<file path="config.mk">
export PLATFORM = sky130hd
export DESIGN_NAME = cpu_regfile_flat
export DESIGN_NICKNAME = d
export VERILOG_FILES = /design/src/rtl/cpu_regfile_if.sv /design/src/rtl/cpu_regfile.sv /design/src/flat_wrapper.sv
export SDC_FILE = /design/constraint.sdc
export NUM_CORES = 1
export LEC_CHECK = 0
export BUFFER_PORTS_ARGS = -buffer_cell sky130_fd_sc_hd__buf_2
export CAP_MARGIN = 20
export CORE_MARGIN = 4
export CORE_UTILIZATION = 40
export CTS_BUF_LIST = sky130_fd_sc_hd__clkbuf_16
export DETAILED_ROUTE_END_ITERATION = 7
export PLACE_DENSITY = 0.68
export SYNTH_ARGS = -nofsm -noshare
export SYNTH_HDL_FRONTEND = slang
export SYNTH_SLANG_ARGS = --single-unit
</file>
<file path="constraint.sdc">
create_clock -name clk -period 3.9 [get_ports clk]
set_input_delay 0.39 -clock clk [delete_from_list [all_inputs] [get_ports clk]]
set_output_delay 0.39 -clock clk [all_outputs]
set_load 0.05 [all_outputs]
</file>
<file path="src/rtl/cpu_regfile_if.sv">
// cpu_regfile_if: control/ALU side bus of the architectural register block.
// Guard signals exist only when STACK_GUARD_EN is defined.
interface cpu_regfile_if #(
    parameter int DATA_W = 8,
    parameter int ADDR_W = 16
);
    logic              wr_en;
    logic [2:0]        wr_sel;
    logic [DATA_W-1:0] wr_data;
    logic [1:0]        pc_op;
    logic [1:0]        pc_inc;
    logic [ADDR_W-1:0] pc_in;
    logic [1:0]        sp_op;
    logic [DATA_W-1:0] flag_mask;
    logic [DATA_W-1:0] flag_in;
    logic [DATA_W-1:0] A;
    logic [DATA_W-1:0] X;
    logic [DATA_W-1:0] Y;
    logic [DATA_W-1:0] SP;
    logic [DATA_W-1:0] PS;
    logic [ADDR_W-1:0] PC;
    logic [ADDR_W-1:0] stack_addr;
`ifdef STACK_GUARD_EN
    logic              guard_clr;
    logic              stack_ovf;
    logic              stack_unf;
    modport master (
        output wr_en, wr_sel, wr_data, pc_op, pc_inc, pc_in, sp_op, flag_mask, flag_in, guard_clr,
        input  A, X, Y, SP, PS, PC, stack_addr, stack_ovf, stack_unf
    );
    modport slave (
        input  wr_en, wr_sel, wr_data, pc_op, pc_inc, pc_in, sp_op, flag_mask, flag_in, guard_clr,
        output A, X, Y, SP, PS, PC, stack_addr, stack_ovf, stack_unf
    );
`else
    modport master (
        output wr_en, wr_sel, wr_data, pc_op, pc_inc, pc_in, sp_op, flag_mask, flag_in,
        input  A, X, Y, SP, PS, PC, stack_addr
    );
    modport slave (
        input  wr_en, wr_sel, wr_data, pc_op, pc_inc, pc_in, sp_op, flag_mask, flag_in,
        output A, X, Y, SP, PS, PC, stack_addr
    );
`endif
endinterface

</file>
<file path="src/rtl/cpu_regfile.sv">
// cpu_regfile: 6502-style A/X/Y/SP/PS/PC register block with stack addressing.
// Optional sticky stack over/underflow flags enabled by STACK_GUARD_EN.
module cpu_regfile #(
    parameter int                         DATA_W     = 8,
    parameter int                         ADDR_W     = 16,
    parameter logic [DATA_W-1:0]          SP_RESET   = 8'hFD,
    parameter logic [DATA_W-1:0]          PS_RESET   = 8'h34,
    parameter logic [ADDR_W-1:0]          PC_RESET   = 16'h0000,
    parameter logic [ADDR_W-DATA_W-1:0]   STACK_PAGE = 8'h01
) (
    input logic           clk,
    input logic           reset,
    cpu_regfile_if.slave  bus
);
    localparam logic [DATA_W-1:0] PS_B5 = DATA_W'(32);
    localparam logic [DATA_W-1:0] ONE   = DATA_W'(1);

    logic [DATA_W-1:0] a_q, a_d, x_q, x_d, y_q, y_d, sp_q, sp_d, ps_q, ps_d;
    logic [ADDR_W-1:0] pc_q, pc_d;
    logic              wr_a, wr_x, wr_y, wr_sp, wr_ps, push, pop;

    always_comb begin
        wr_a  = bus.wr_en && bus.wr_sel == 3'd0;
        wr_x  = bus.wr_en && bus.wr_sel == 3'd1;
        wr_y  = bus.wr_en && bus.wr_sel == 3'd2;
        wr_sp = bus.wr_en && bus.wr_sel == 3'd3;
        wr_ps = bus.wr_en && bus.wr_sel == 3'd4;
        // a direct SP write suppresses the stack operation entirely
        push  = bus.sp_op == 2'b01 && !wr_sp;
        pop   = bus.sp_op == 2'b10 && !wr_sp;
        a_d   = wr_a ? bus.wr_data : a_q;
        x_d   = wr_x ? bus.wr_data : x_q;
        y_d   = wr_y ? bus.wr_data : y_q;
        sp_d  = wr_sp ? bus.wr_data : push ? sp_q - ONE : pop ? sp_q + ONE : sp_q;
        ps_d  = (wr_ps ? bus.wr_data : (ps_q & ~bus.flag_mask) | (bus.flag_in & bus.flag_mask)) | PS_B5;
        pc_d  = bus.pc_op == 2'b01 ? pc_q + ADDR_W'(bus.pc_inc) :
                bus.pc_op == 2'b10 ? bus.pc_in : pc_q;
    end

    always_ff @(posedge clk) begin
        if (reset) begin
            a_q  <= '0;
            x_q  <= '0;
            y_q  <= '0;
            sp_q <= SP_RESET;
            ps_q <= PS_RESET | PS_B5;
            pc_q <= PC_RESET;
        end else begin
            a_q  <= a_d;
            x_q  <= x_d;
            y_q  <= y_d;
            sp_q <= sp_d;
            ps_q <= ps_d;
            pc_q <= pc_d;
        end
    end

    // pop reads at SP+1, mirroring the 6502 pre-increment stack read
    assign bus.stack_addr = {STACK_PAGE, bus.sp_op == 2'b10 ? sp_q + ONE : sp_q};
    assign bus.A  = a_q;
    assign bus.X  = x_q;
    assign bus.Y  = y_q;
    assign bus.SP = sp_q;
    assign bus.PS = ps_q;
    assign bus.PC = pc_q;

`ifdef STACK_GUARD_EN
    logic ovf_q, ovf_d, unf_q, unf_d;

    always_comb begin
        ovf_d = (push && sp_q == '0) || (ovf_q && !bus.guard_clr);
        unf_d = (pop && sp_q == '1) || (unf_q && !bus.guard_clr);
    end

    always_ff @(posedge clk) begin
        if (reset) begin
            ovf_q <= 1'b0;
            unf_q <= 1'b0;
        end else begin
            ovf_q <= ovf_d;
            unf_q <= unf_d;
        end
    end

    assign bus.stack_ovf = ovf_q;
    assign bus.stack_unf = unf_q;
`endif
endmodule

</file>
<file path="src/flat_wrapper.sv">
// flat-port wrapper written by rule: the top's interface ports become plain ports
module cpu_regfile_flat 
#(
    parameter int                         DATA_W     = 8,
    parameter int                         ADDR_W     = 16,
    parameter logic [DATA_W-1:0]          SP_RESET   = 8'hFD,
    parameter logic [DATA_W-1:0]          PS_RESET   = 8'h34,
    parameter logic [ADDR_W-1:0]          PC_RESET   = 16'h0000,
    parameter logic [ADDR_W-DATA_W-1:0]   STACK_PAGE = 8'h01
)
  (clk, reset, bus_wr_en, bus_wr_sel, bus_wr_data, bus_pc_op, bus_pc_inc, bus_pc_in, bus_sp_op, bus_flag_mask, bus_flag_in, bus_A, bus_X, bus_Y, bus_SP, bus_PS, bus_PC, bus_stack_addr);
  cpu_regfile_if #(.DATA_W(DATA_W), .ADDR_W(ADDR_W)) bus_i ();
  input logic clk;
  input logic reset;
  input wire logic [$bits(bus_i.wr_en)-1:0] bus_wr_en;
  input wire logic [$bits(bus_i.wr_sel)-1:0] bus_wr_sel;
  input wire logic [$bits(bus_i.wr_data)-1:0] bus_wr_data;
  input wire logic [$bits(bus_i.pc_op)-1:0] bus_pc_op;
  input wire logic [$bits(bus_i.pc_inc)-1:0] bus_pc_inc;
  input wire logic [$bits(bus_i.pc_in)-1:0] bus_pc_in;
  input wire logic [$bits(bus_i.sp_op)-1:0] bus_sp_op;
  input wire logic [$bits(bus_i.flag_mask)-1:0] bus_flag_mask;
  input wire logic [$bits(bus_i.flag_in)-1:0] bus_flag_in;
  output wire logic [$bits(bus_i.A)-1:0] bus_A;
  output wire logic [$bits(bus_i.X)-1:0] bus_X;
  output wire logic [$bits(bus_i.Y)-1:0] bus_Y;
  output wire logic [$bits(bus_i.SP)-1:0] bus_SP;
  output wire logic [$bits(bus_i.PS)-1:0] bus_PS;
  output wire logic [$bits(bus_i.PC)-1:0] bus_PC;
  output wire logic [$bits(bus_i.stack_addr)-1:0] bus_stack_addr;
  assign bus_i.wr_en = bus_wr_en;
  assign bus_i.wr_sel = bus_wr_sel;
  assign bus_i.wr_data = bus_wr_data;
  assign bus_i.pc_op = bus_pc_op;
  assign bus_i.pc_inc = bus_pc_inc;
  assign bus_i.pc_in = bus_pc_in;
  assign bus_i.sp_op = bus_sp_op;
  assign bus_i.flag_mask = bus_flag_mask;
  assign bus_i.flag_in = bus_flag_in;
  assign bus_A = bus_i.A;
  assign bus_X = bus_i.X;
  assign bus_Y = bus_i.Y;
  assign bus_SP = bus_i.SP;
  assign bus_PS = bus_i.PS;
  assign bus_PC = bus_i.PC;
  assign bus_stack_addr = bus_i.stack_addr;
  cpu_regfile #(.DATA_W(DATA_W), .ADDR_W(ADDR_W), .SP_RESET(SP_RESET), .PS_RESET(PS_RESET), .PC_RESET(PC_RESET), .STACK_PAGE(STACK_PAGE)) u_core (.clk(clk), .reset(reset), .bus(bus_i));
endmodule
</file>
; ---- After elaboration in Yosys (flattened, before gate mapping)
; Cells that the tools add are included.
; Widths: inputs -> output; s select.
[word_totals]
ff_bits = 56
latch_bits = 0
n_memories = 0
in_bits = 52
output_inout_bits = 72
ram_bits = 0
mem_bits_ro = 0
elab_cells = 40
[classes]
mul = 0
n_shift = 0
muxes = 7
n_reduce_logical = 11
eq_ne = 8
add_sub_neg = 3
n_bitwise = 4
div = 0
n_lt_le_gt_ge = 0
[ops]
columns = cell, n
row1 = $mux 8, 5
row2 = $mux 16, 2
row3 = $add 16x2->16, 1
row4 = $and 8x8->8, 2
row5 = $add 8x1->8 const B, 1
row6 = $not 8->8, 1
row7 = $or 8x8->8, 1
row8 = $sub 8x1->8 const B, 1
row9 = $logic_and 1x1->1, 7
row10 = $eq 3x2->1 const B, 2
row11 = $eq 2x1->1 const B, 2
row12 = $eq 2x2->1 const B, 2
row13 = $eq 3x1->1 const B, 1
row14 = $eq 3x3->1 const B, 1
row15 = $logic_not 3->1, 1
row16 = $reduce_bool 3->1, 1
row17 = $reduce_bool 2->1, 1
row18 = $logic_not 1->1, 1

; ---- Depth between registers and ports, before layout
[logic_depth]
ltp_word = 7
mapped_depth = 8

; ---- Least setup slack after synthesis
; OpenSTA, ideal clock, no wires.
[synth_timing]
path_type = reg-to-output
startpoint = register u_core.sp_q[2], in the netlist u_core.bus.SP[2]
endpoint = output bus_stack_addr[7]
stages_incl_launch_ff = 6
required_time_ps = 3510
path_buffers = 1
arrival_ps = 2277
slack_ps = 1233
path_cell_list = dfxtp_1 -> buf_2 -> nand3_1 -> or2_2 -> nor2_1 -> xor2_1
[synth_via]
elab_chain_cells = 2
[synth_rtl]
columns = element, line_no
row1 = "start, declared", cpu_regfile.sv:18  ; logic [DATA_W-1:0] a_q, a_d, x_q, x_d, y_q, y_d, sp_q, sp_d, ps_q, ps_d;
row2 = "start signal, assigned", cpu_regfile.sv:52  ; sp_q <= sp_d;
row3 = $add 8x1->8, cpu_regfile.sv:59  ; assign bus.stack_addr = {STACK_PAGE, bus.sp_op == 2'b10 ? sp_q + ONE : sp_q};
row4 = $mux 8, cpu_regfile.sv:59
row5 = "end, declared", flat_wrapper.sv:30  ; output wire logic [$bits(bus_i.stack_addr)-1:0] bus_stack_addr;
; No other way between the ends.

; ---- Final worst setup path
[layout_timing]
startpoint = register u_core.pc_q[0], in the netlist u_core.bus.PC[0]
endpoint = register u_core.pc_q[14], in the netlist u_core.bus.PC[14]
[layout_via]
elab_chain_cells = 2
[layout_rtl]
columns = element, line_no
row1 = "start, declared", cpu_regfile.sv:19  ; logic [ADDR_W-1:0] pc_q, pc_d;
row2 = "start signal, assigned", cpu_regfile.sv:54  ; pc_q <= pc_d;
row3 = $add 16x2->16, cpu_regfile.sv:36  ; pc_d = bus.pc_op == 2'b01 ? pc_q + ADDR_W'(bus.pc_inc) :
row4 = $mux 16, cpu_regfile.sv:36
; No other way between the ends.
; A chain may end at the register's enable or synchronous reset.

==> metrics <==
leakage=1.63 nW; total number of vias=3,175; Syn Inst Count=404; Final period util=between 60% and 70%; WL met1=3.75 mm; status=complete, no violations; Unique masters post-synth=53; dpl cell area=around 0.0036 sq mm; async set-reset flop share out of synthesis=0%; Main synth FF type=dfxtp_1; CTS H-Tree Depth=2; sw frac=36.5%; number of global-route vias before repair=2,842; Core ar.=0.00733 sq mm; CTS tree=done; CP max-delay cell=fa_1; grt ovf=0; Comb pwr share=26.9%; Mean Syn Cell Area=~7.5 sq um; Total Power=1.49 mW; critical path type=reg -> reg; Post-synth EDFFs=0; minimum clock period=~2400 ps; FF/Latch Area=~0.0011 sq mm; Critical Path Start Type=register; maximum fanout along the worst path=5; Final Hold Viols=0; starting density of the core=41.5%; clock power share=30.7%; RSZ-0062 raised after global routing=false; peak supply drop=roughly 0.19 mV; commonest non-fill, non-tap cell in the layout=buf_2; final RePlAce weighted congestion=0.903; Slew HR=54.4%; Cell Area, Synth=approximately 0.0030 sq mm; average vias per placed instance=roughly 5.3; final slew viol count=0; crit path DAT=2630 ps; crit end category=register; ANT cells=0; Routed WL=between 8 and 9 mm; antenna violations before repair=0; post_cts resized=0; fmax=411 MHz; share of cells above drive strength 1=25.9%; CTS buffer count=5; Setup-failing EPs final=0; CP Data Required Time=approximately 4100 ps; Worst-Margin Slew=683 ps; Util after Layout=51.4%; most frequent cells in the layout=buf_2, nand2_1, dfxtp_1; die area=0.00906 sq mm; Port Buf Inserts=112; largest net degree at the start of global routing=49; clk_skew=5.92 ps; metal3 WL=680 um; internal cell power=about 0.95 mW; worst skew pair latency=290 ps; yosys warns=0; Sequential Power Share=roughly 42%; WL/cell=14.4 um; FP Rows=31; DR top layer=met4; DPL Wire Length=between 6 and 7 mm; CTS root buf=clkbuf_16; final design instance area without fill=0.00376 sq mm; GRT Overall Usage=18.3%; placed cell count=592; Die Y=95.2 um; clock-pin slew on the worst setup and hold paths=around 80 ps; num ports=124; Seq/Total Area, Yosys=36.2%; met2 routed WL=4.17 mm; DRC Markers=0; TNS Setup=0 ps; first-pass GRT wire length=13.3 mm; Die Wd=about 95 um; Hold Buf Count CTS=0; crit-path cells=ha_1 -> inv_1 -> fa_1 -> nand3b_1 -> nor3_2 -> nand4_1 -> o31a_1 -> o32ai_1; Max clock buf depth=2; fin nets=558; filler instances=759; multi-input combinational cell area=0.00176 sq mm; Setup Buffers After CTS=0; MaxCap Viol Count=0; Area Growth Syn to Fin=23.8%; Finished Layout Cells=600; DRT antenna net count=0; DRT iter0 DRCs=164; crit-path max cell delay=420 ps; CTS Sinks=55; drt first pass iters=4; P per Cell Area=397 mW/mm^2; NetSw=approximately 0.54 mW; FF-to-FF setup slack=1470 ps; FF+latch count, synth=55; worst min path class=in -> reg
## metrics by stage
step	hold slack, ps	setup WS (ps)
after CTS	385	1480
after global placement	441	1480
after global routing	391	1300
after detailed placement	443	1380
final	398	1470
after floorplan	512	1230
## power by group through the flow
stage	combinational (mW)	sequential, mW	clock (mW)
floorplan	0.206	0.738	0
global placement	0.395	0.644	0
detailed placement	0.400	0.646	0
CTS	0.401	0.633	0.473
global route	0.431	0.639	0.492
finish	0.401	0.633	0.459
## cell families after synthesis
kind of cell    count (synthesis)  synth area share [%]
compound gates                100                  19.9
simple gates                  173                  27.2
flops                          55                  36.2
mux                            11                  3.66
fa+ha+maj                       6                  2.71
buf+inv                        45                  6.70
xor+xnor                       12                  3.46
other cells                     2                 0.247
## routing by layer
metal  track usage (%)  vias up
li1                  -     1586
met2              30.7      113
met3              2.53        2
met1              24.7     1474
met5                 0        -
met4              4.57        0
## worst max-delay path: cells and delay by family (launching register included)
family	cells	cell delay, ps
and+or+nand+nor	3	790
adders and majority gates	2	630
AOI/OAI and AO/OA	2	480
DFF	1	370
buffers and inverters	1	70
## synth_stat cells, types with 3 or more instances
cell type,n,area [sq um]
clkbuf_1,21,78.8
and3_1,3,18.8
ha_1,5,62.6
nor3_1,8,40.0
or2_2,3,18.8
o211ai_1,3,22.5
o22ai_1,3,18.8
nand2_1,82,308
nand2b_1,3,18.8
nor4_1,3,18.8
a22oi_1,4,30.0
nor2_1,31,116
buf_4,9,67.6
nand4b_1,3,26.3
xor2_1,3,26.3
a31oi_1,4,25.0
nand3_1,8,40.0
and2_1,3,18.8
a211oi_1,7,52.6
a21oi_1,45,225
nor2b_1,3,18.8
mux2i_1,10,100
xnor2_1,9,78.8
o21ai_0,18,90.1
dfxtp_1,55,1100
nand4_1,8,50.1
nand3b_1,6,45.0
inv_1,12,45.0
## path summary, 6_finish.rpt
path                     from           endpoint  depth (start not counted)
min reg2reg   u_core.bus.A[3]    u_core.bus.A[3]                          2
min            bus_wr_data[2]    u_core.bus.X[2]                          3
max          u_core.bus.PC[0]  u_core.bus.PC[14]                          8
max reg2reg  u_core.bus.PC[0]  u_core.bus.PC[14]                          8
## layout make-up
cell class	instances	share of cell area [%]
multi-input combinational	311	46.8
sequential	55	29.2
timing repair buffer	114	15.3
clock buffer	5	3.32
tap	99	3.29
inverter	13	1.30
clock inverter	3	0.731
Note: power is estimated with default switching activity, not from simulation.
